### config.mk
export PLATFORM = sky130hd
export DESIGN_NAME = s27_observer
export DESIGN_NICKNAME = d
export VERILOG_FILES = /design/src/rtl/s27_obs_pkg.sv /design/src/rtl/s27_step.sv /design/src/rtl/s27_observer.sv
export SDC_FILE = /design/constraint.sdc
export NUM_CORES = 1
export LEC_CHECK = 0
export BUFFER_PORTS_ARGS = -buffer_cell sky130_fd_sc_hd__buf_2
export CORE_ASPECT_RATIO = 0.75
export CORE_UTILIZATION = 35
export DETAILED_ROUTE_END_ITERATION = 12
export HOLD_SLACK_MARGIN = 0.15
export PLACE_DENSITY = 0.51
export RECOVER_POWER = 100
export SLEW_MARGIN = 0
export SYNTH_ARGS = -nofsm -noshare
export SYNTH_HDL_FRONTEND = slang
export SYNTH_HIERARCHICAL = 1
export SYNTH_SLANG_ARGS = --single-unit
### constraint.sdc
create_clock -name clk -period 3.34 [get_ports clk]
set_clock_uncertainty 0.15 [all_clocks]
set_input_delay 1.002 -clock clk [delete_from_list [all_inputs] [get_ports clk]]
set_output_delay 1.002 -clock clk [all_outputs]
set_load 0.01 [all_outputs]
### src/rtl/s27_obs_pkg.sv
// Shared types and helpers for the s27 state observer.
// The candidate set is a one-hot-per-state mask indexed by {g5,g6,g7}.
package s27_obs_pkg;

    typedef logic [2:0] state_t;
    typedef logic [7:0] mask_t;

    localparam mask_t MASK_ALL = 8'hFF;

    function automatic logic mask_is_onehot(input mask_t m);
        return (m != '0) && ((m & (m - mask_t'(1))) == '0);
    endfunction

    // Index of the highest set bit; only meaningful for a one-hot mask.
    function automatic state_t mask_index(input mask_t m);
        state_t idx;
        idx = '0;
        for (int k = 0; k < 8; k++) begin
            if (m[k]) idx = state_t'(k);
        end
        return idx;
    endfunction

endpackage

### src/rtl/s27_step.sv
// Combinational model of one s27 cycle: output g17 and next {g5,g6,g7}
// for a given present state and primary inputs {g3,g2,g1,g0}.
module s27_step
    import s27_obs_pkg::*;
(
    input  state_t     st_i,
    input  logic [3:0] g_in_i,
    output logic       g17p_o,
    output state_t     nxt_o
);

    logic g0, g1, g2, g3;
    logic g5, g6, g7;
    logic g8, g9, g10, g11, g12, g13, g14, g15, g16;

    assign {g3, g2, g1, g0} = g_in_i;
    assign {g5, g6, g7}     = st_i;

    assign g14 = ~g0;
    assign g12 = ~(g1 | g7);
    assign g8  = g6 & g14;
    assign g13 = ~(g2 | g12);
    assign g15 = g8 | g12;
    assign g16 = g3 | g8;
    assign g9  = ~(g15 & g16);
    assign g11 = ~(g5 | g9);
    assign g10 = ~(g11 | g14);

    assign g17p_o = ~g11;
    assign nxt_o  = {g10, g11, g13};

endmodule

### src/rtl/s27_observer.sv
// Tracks the set of s27 states consistent with observed (g_in, g17) pairs.
// Define S27_OBS_STEPCNT_EN to add the 'steps' observation counter output.
module s27_observer
    import s27_obs_pkg::*;
#(
    parameter int CNT_W = 8
) (
    input  logic             clk,
    input  logic             r,
    input  logic             valid,
    input  logic [3:0]       g_in,
    input  logic             g17,
    input  logic             arm,
    output logic [7:0]       mask,
    output logic             locked,
    output logic [2:0]       state,
`ifdef S27_OBS_STEPCNT_EN
    output logic [CNT_W-1:0] steps,
`endif
    output logic             conflict
);

    logic   [7:0] g17p;
    state_t       nxt [8];

    mask_t mask_q, mask_d;
    logic  conflict_q, conflict_d;
    mask_t succ;
    logic  dead;

    for (genvar k = 0; k < 8; k++) begin : g_cand
        s27_step u_step (
            .st_i   (state_t'(k)),
            .g_in_i (g_in),
            .g17p_o (g17p[k]),
            .nxt_o  (nxt[k])
        );
    end

    // Survivors are candidates whose predicted output matches; each maps to its successor.
    always_comb begin
        succ = '0;
        for (int k = 0; k < 8; k++) begin
            if (mask_q[k] && (g17p[k] == g17)) begin
                succ[nxt[k]] = 1'b1;
            end
        end
        dead = (succ == '0);
    end

    always_comb begin
        mask_d     = mask_q;
        conflict_d = conflict_q;
        if (arm) begin
            mask_d     = MASK_ALL;
            conflict_d = 1'b0;
        end else if (valid) begin
            if (dead) begin
                mask_d     = MASK_ALL;
                conflict_d = 1'b1;
            end else begin
                mask_d = succ;
            end
        end
    end

    always_ff @(posedge clk or negedge r) begin
        if (!r) begin
            mask_q     <= MASK_ALL;
            conflict_q <= 1'b0;
        end else begin
            mask_q     <= mask_d;
            conflict_q <= conflict_d;
        end
    end

    assign mask     = mask_q;
    assign conflict = conflict_q;
    assign locked   = mask_is_onehot(mask_q);
    assign state    = locked ? mask_index(mask_q) : 3'd0;

`ifdef S27_OBS_STEPCNT_EN
    logic [CNT_W-1:0] steps_q, steps_d;

    // Counting stops once identified and sticks at full scale.
    always_comb begin
        steps_d = steps_q;
        if (arm) begin
            steps_d = '0;
        end else if (valid) begin
            if (dead) begin
                steps_d = '0;
            end else if (!locked && (steps_q != '1)) begin
                steps_d = steps_q + 1'b1;
            end
        end
    end

    always_ff @(posedge clk or negedge r) begin
        if (!r) begin
            steps_q <= '0;
        end else begin
            steps_q <= steps_d;
        end
    end

    assign steps = steps_q;
`endif

endmodule

# Yosys cells after proc, flatten, opt, wreduce, memory -nomap -nowiden
# Index checks and enable logic that the tools add are counted.
# word_totals
ff_bits	9
latch_bits	0
ramBits	0
rom_bits	0
inputBits	9
mem_count	0
# op_classes
addsub	1
multipliers	0
div_mod_pow	0
n_lt_le_gt_ge	10
eq_ne	3
shift	0
muxes	32
bitwise	27
n_reduce_logical	20
# op_table
cell	n
2-to-1 mux 8 bit	11
bitwise OR 8 x 6 -> 8 bit	5
2-to-1 mux 3 bit	7
< comparator 3 x 4 -> 1 bit, second input constant	5
logical NOT 8 bit	2
bitwise OR 8 bit	2
greater-or-equal comparator 3 x 1 -> 1 bit, second input constant	5
logical AND 1 bit	14
NOT 1 bit	10
demux 1 bit (select 3 bit)	3
2-to-1 mux 1 bit	9
AND 8 bit	1
nonzero test 8 bit	1
subtractor 8 x 1 -> 8 bit, second input constant	1
bitwise OR 1 bit	6
demux 1 bit (select 2 bit)	2
nonzero test 2 bit	2
AND 1 bit	3
== test 1 bit	3
AND reduction 2 bit	1

# Depth between registers and ports, before layout
# Gate-level depths: netlist of run 1.
# logic_depth
ltp_word	27
depth_mapped	10
mapped_depth_nobuf	9

# By module
# The synthesis of run 1 kept the hierarchy.
# modules_own_cells
mod	n_inst	cells_each	area_per_inst_um2
s27_observer	1	199	1401.3
s27_step	8	10	77.6

# Worst setup path after synthesis of run 1
# No wires, ideal clock.
# synth_timing
path_type	register -> output
start	reg mask_q[1] (netlist: mask[1])
end	out state[1]
t_arrival_ns	2.068
t_required_ns	2.188
path_slack_ns	0.120
stages_incl_launch_ff	9
n_path_buf	1
cell_sequence	dfstp_2 > clkbuf_1 > or3_1 > nor3_1 > inv_1 > o22ai_1 > nand3_1 > a21oi_1 > a21boi_0
# synth_between
elab_chain_cells	5
elab_cells_between_ends	6
cone_classes	1 x add/sub; 1 x mux; 1 x bitwise; 3 x reduce/logical
# synth_lines
item	line	text
from (decl)	s27_observer.sv:26	mask_t mask_q, mask_d;
from (signal assigned)	s27_observer.sv:72	mask_q <= mask_d;
subtractor 8 x 1 -> 8 bit	s27_obs_pkg.sv:11	return (m != '0) && ((m & (m - mask_t'(1))) == '0);
AND 8 bit	s27_obs_pkg.sv:11	
logical NOT 8 bit	s27_obs_pkg.sv:11	
logical AND 1 bit *	s27_obs_pkg.sv:11	
net locked	s27_observer.sv:15	output logic locked,
2-to-1 mux 3 bit *	s27_observer.sv:80	assign state = locked ? mask_index(mask_q) : 3'd0;
to (decl)	s27_observer.sv:16	output logic [2:0] state,
# Mark *: on every way through the listed nets, which the timed path passes. The rest lies on a longest branch.

==> flow_summary.yaml, run 1 <==
run_status:
  status: "finished clean"
place:
  dp_hpwl_um: 5020
  gp_congestion: 0.968
  post_dp_cell_area_sq_um: 2400
  placedCellCount: 414
  io_buffers: 21
drt:
  drtIter0Drc: 130
  ant_nets: 0
  wl_per_cell_um: 14.6
  via_per_inst: 5.12
  dr.pass1.iters: 4
  vias: 2167
  route.detailed.drc: 0
  finalWirelength_um: 6170
final_layout:
  fin_util: 0.476
  n_antenna_cell: 0
  layout-drive-gt1-share: 0.267
  finalNonFillerCells: 423
  fin_area_sq_um: 2590
  finalNetCount: 358
  area_growth_pct: 28.0
clock_network:
  cts.clk_slew.worst_paths_ns: 0.04
  cts_hold_buf: 0
  cts_max_path_buffers: 2
  cts_sinks: 9
  cts_made_buffers: 3
  cts_tree: "done"
  clock-root-buffer: "clkbuf_8"
  h-tree-depth: 1
  clkLatencyLatePin_ns: 0.23
grt:
  use_met2: 0.305
  grt_use_met3: 0.0344
  use_met1: 0.309
  first_global_vias: 1887
  overflow: 0
  grt_usage: 0.204
  antenna_found_initial: 0
  gr-max-usage-layer: "met1"
  grt_max_degree: 12
  grt_pass1_wl_um: 9650
die:
  row_count: 23
  die_h_um: 67.8
  die_w_um: 89.8
  die_area_sq_um: 6090
  core_sq_um: 5440
  io_pins: 22
  start_util: 0.372
yosys:
  synth_seq_cells: 9
  yosys-top-cells-count: "nor2_1 (50), buf_4 (24), nand2_1 (15), nor2b_1 (15), nand3_1 (14)"
  seq_area_frac_synth: 0.116
  ys_warn_count: 6
  synth_area_leaders: "dfstp_2 (10%), nor4b_4 (9.4%), nor2_1 (9.3%), buf_4 (8.9%), nor2b_1 (4.6%)"
  synth-edff-count: 0
  synthFlopType: "dfstp_2"
  ys_types: 47
  syn_inst: 279
  yosys.cell_count.top_type: "nor2_1"
  ys_async_sr_fraction: 1.00
  avgSynthCellArea_sq_um: 7.25
  syn_area_sq_um: 2020
  synth_top_area_frac: 0.104
  yosysTopAreaCell: "dfstp_2"
setup_path:
  cp.required_ns: 3.33
  critPathLaunchType: "primary input"
  critPathArrivalTime_ns: 3.26
  worstSetupPathType: "primary input to flip-flop"
  crit_fanout: 6
  setup.worst_path.end_class: "flip-flop"
power_and_ir_drop:
  ir_drop_mv: 0.183
  powerDensity_nw_per_um2: 252
  leakage_uw: 0.00106
  finalPower_uw: 653
timing:
  setup_violations: 0
  hold_viol_final: 0
  hold_ws_ns: 0.383
  min_period_ns: 3.27
  tightest_slew_ns: 0.528
  slew_headroom: 0.643
  fin_crit_sh: 0.978
  finalMaxSlewViolations: 0
  fmax_mhz: 306
run:
  cap_violations: 0
hold_path:
  hp-class: "flip-flop to flip-flop"
registers in the layout (all words and copies together), names as in the netlist:
signal    cells
mask          8
conflict      1
cell type report:
type / instances / area (sq um)
Multi-Input combinational cell: 275 / 1810
Tap cell: 75 / 93.8
Sequential cell: 9 / 235
Fill cell: 569 / 2850
Timing Repair Buffer: 56 / 390
Clock buffer: 4 / 45.0
Inverter: 4 / 15.0
metal layers:
layer,routed length (um),vias up
met1,3030,986
met4,44,0
li1,-,1102
met5,0,-
met2,2600,73
met3,490,6
power by group:
| group | internal [uW] | switching, uW | leakage (uW) |
|---|---|---|---|
| combinational | 160 | 204 | 0.000943 |
| sequential | 129 | 36.7 | 0.0000919 |
| clock | 83.0 | 41.2 | 0.0000228 |
cell families after synthesis:
logic type	synth area share
flip-flops	0.116
AO/OA/AOI/OAI	0.111
other	0.00371
buffers and inverters	0.111
adder cells (fa/ha/maj)	0.00495
XOR/XNOR	0.0557
AND/OR/NAND/NOR	0.597
layout by cell type, fill, tap and decap left out, drive strengths merged, types with 3 or more instances in the layout:
cell	count
nand3	14
nor4b	12
xor2	5
nand3b	3
nor3b	10
or3	4
clkbuf	7
a31oi	6
conb	40
nand4	13
nor4	9
or2	9
nor2	50
dfstp	8
nand2b	6
buf	53
nand2	15
o22ai	7
a21oi	9
or3b	3
and3	3
o21ai	4
inv	4
nor3	10
nor2b	15
xnor2	7
nand4b	7
worst max-delay path: stages:
cell     delay [ns]
buf_6          0.11
nor4b_4        0.33
buf_4          0.18
nor2b_4        0.05
nor4b_2        0.16
nor4_1         0.30
buf_4          0.18
nand4_1        0.16
nor4_4         0.36
nand4_2        0.25
o22ai_1        0.19
metrics by stage:
step                setup TNS, ns  worst slack (ns)
detailed placement          -1.51            -0.202
CTS                             0            0.0245
finish                          0            0.0737
global route               -0.162           -0.0472
floorplan                       0             0.120
global placement            -1.40            -0.177
repair_timing:
action                                  in CTS  in global routing
buffers inserted                             0                  4
hold endpoints to repair                     0                  0
gates resized for setup                      1                 23
cloned                                       0                  1
pin swaps                                    0                 11
endpoints found under the setup margin       2                 12
worst paths after layout:
| check | start | to | slack [ns] | cells past startpoint |
|---|---|---|---|---|
| max in group asynchronous | r | mask[0]$_DFFE_PN1P_ | 2.13 | 1 |
| setup reg to reg | mask[6]$_DFFE_PN1P_ | conflict$_DFFE_PN0P_ | 0.81 | 8 |
| setup / recovery | g_in[1] | conflict$_DFFE_PN0P_ | 0.07 | 11 |
| min in group asynchronous | r | conflict$_DFFE_PN0P_ | 0.56 | 1 |
| hold reg to reg | conflict$_DFFE_PN0P_ | conflict$_DFFE_PN0P_ | 0.38 | 2 |
| hold / removal | conflict$_DFFE_PN0P_ | conflict$_DFFE_PN0P_ | 0.38 | 2 |
No activity file was read; power rests on OpenSTA's default activity.
==> inputs of run 2 (changes only) <==
--- a/config.mk
+++ b/config.mk
@@ -8,8 +8,8 @@
 export BUFFER_PORTS_ARGS = -buffer_cell sky130_fd_sc_hd__buf_2
 export CORE_ASPECT_RATIO = 0.75
-export CORE_UTILIZATION = 35
+export CORE_UTILIZATION = 40
 export DETAILED_ROUTE_END_ITERATION = 12
 export HOLD_SLACK_MARGIN = 0.15
-export PLACE_DENSITY = 0.51
+export PLACE_DENSITY = 0.57
 export RECOVER_POWER = 100
 export SLEW_MARGIN = 0
--- a/constraint.sdc
+++ b/constraint.sdc
@@ -3,3 +3,3 @@
 set_input_delay 1.002 -clock clk [delete_from_list [all_inputs] [get_ports clk]]
 set_output_delay 1.002 -clock clk [all_outputs]
-set_load 0.01 [all_outputs]
+set_load 0.02 [all_outputs]
==> run 2 against run 1 <==
The run now ends with design-rule violations left. Wire length shrank 9.1%. Global-route usage grew 1.4 points. Count of clock-buffer cells in the layout unchanged. Worst hold slack improved by 0.0059 ns. Critical path type is now flip-flop to output port. Critical endpoint is now state[1].
==> flow_summary.yaml, run 2 (same netlist as run 1, synthesis figures left out) <==
power_and_ir_drop:
  powerDensity_nw_per_um2: 263
  leakage_uw: 0.000977
  ir_drop_mv: 0.208
  finalPower_uw: 634
setup_path:
  critical_path.max_stage_delay_ns: 0.42
  worstSetupPathType: "flip-flop to output port"
  cp_cell_sequence: "or3_4 -> nor3_4 -> inv_1 -> o22ai_1 -> nand3_1 -> a21oi_2 -> a21boi_1 -> buf_2"
  cp.required_ns: 2.19
  crit_slowest_cell: "dfstp_2"
  critPathLaunchType: "flip-flop"
  setup.worst_path.end_class: "output port"
  crit_fanout: 10
  critPathArrivalTime_ns: 2.04
clock_network:
  cts_made_buffers: 3
  cts_hold_buf: 0
  cts_max_path_buffers: 2
  cts_sinks: 9
  clock-root-buffer: "clkbuf_8"
  cts.clk_slew.worst_paths_ns: 0.05
  clkLatencyLatePin_ns: 0.24
  cts_tree: "done"
  h-tree-depth: 1
die:
  die_w_um: 84.1
  core_sq_um: 4870
  io_pins: 22
  row_count: 22
  die_area_sq_um: 5350
  die_h_um: 63.6
  start_util: 0.415
drt:
  finalWirelength_um: 5610
  via_per_inst: 5.22
  vias: 2063
  route.detailed.drc: 2
  drtIter0Drc: 198
  ant_nets: 0
  dr.pass1.iters: 8
  wl_per_cell_um: 14.2
place:
  io_buffers: 21
  gp_congestion: 0.899
  dp_slack_ns: -0.182
  dp_hpwl_um: 4670
run_status:
  status: "finished, violations left"
  violations: "design-rule violations"
final_layout:
  final_cell_mix: "nor2_1 (47), conb_1 (40), buf_4 (23)"
  fillers: 533
  largest_register_ffs: 8
  n_antenna_cell: 0
  finalNetCount: 345
  area_growth_pct: 19.4
  mostFrequentLayoutCell: "nor2_1"
  fin_util: 0.495
  layout-drive-gt1-share: 0.242
grt:
  grt_pass1_wl_um: 9070
  antenna_found_initial: 0
  grt_usage: 0.217
  overflow: 0
  grt_max_degree: 12
  first_global_vias: 1789
timing:
  setup_slack_ns: 0.144
  setup_violations: 0
  tightest_slew_ns: 0.583
  finalMaxSlewViolations: 0
  fin_crit_sh: 0.957
  finalSetupTns_ns: 0
  min_period_ns: 3.20
  hold_viol_final: 0
  fmax_mhz: 313
  slew_headroom: 0.609
run:
  cap_violations: 0
hold_path:
  hp-class: "flip-flop to flip-flop"
-- run 2: per-layer routing --
layer | share of wire | track usage | up-vias
met1 | 0.53 | 0.337 | 944
met3 | 0.054 | 0.0354 | 0
met5 | 0 | 0 | -
met4 | 0 | 0.00862 | 0
met2 | 0.42 | 0.326 | 49
li1 | - | - | 1070
-- run 2: critical path: cells and delay by family, from the launching register on --
kind	cells	cell delay [ns]
compound gates	3	0.44
flops	1	0.42
simple gates	3	0.73
buf+inv	2	0.23
-- run 2: worst paths after layout --
kind,end,depth (start not counted),slack (ns),startpoint
max,state[1],8,0.14,mask[1]$_DFFE_PN1P_
min,conflict$_DFFE_PN0P_,2,0.39,conflict$_DFFE_PN0P_
max reg2reg,mask[0]$_DFFE_PN1P_,7,1.04,mask[2]$_DFFE_PN1P_
min reg2reg,conflict$_DFFE_PN0P_,2,0.39,conflict$_DFFE_PN0P_
max in group asynchronous,mask[2]$_DFFE_PN1P_,1,2.13,r
min in group asynchronous,conflict$_DFFE_PN0P_,1,0.55,r
-- run 2: power by group --
| part | switching (uW) | total (uW) | internal, uW |
|---|---|---|---|
| registers | 35.6 | 168 | 132 |
| clock network | 46.7 | 130 | 83.5 |
| logic | 196 | 336 | 141 |
| total | 278 | 634 | 356 |
-- run 2: cell type report --
class	instances	area (sq um)	area share
well taps	60	75.1	0.0311
flip-flops and latches	9	235	0.0975
repair buffers	44	290	0.120
inverters	4	15.0	0.00622
multi-input cells	274	1750	0.726
clock buffers	4	45.0	0.0187
-- run 2: per-stage QoR --
stage | cells | cell area, sq um | hold slack (ns)
after detailed placement | 391 | 2320 | 0.383
final | 395 | 2410 | 0.389
after floorplan | 317 | 2170 | 0.414
after CTS | 395 | 2370 | 0.389
after global placement | 391 | 2320 | 0.366
after global routing | 395 | 2410 | 0.424
-- run 2: repair_timing --
action,4_1_cts,5_1_grt
setup buffers,0,0
endpoints found under the setup margin,0,12
resized for setup,0,13
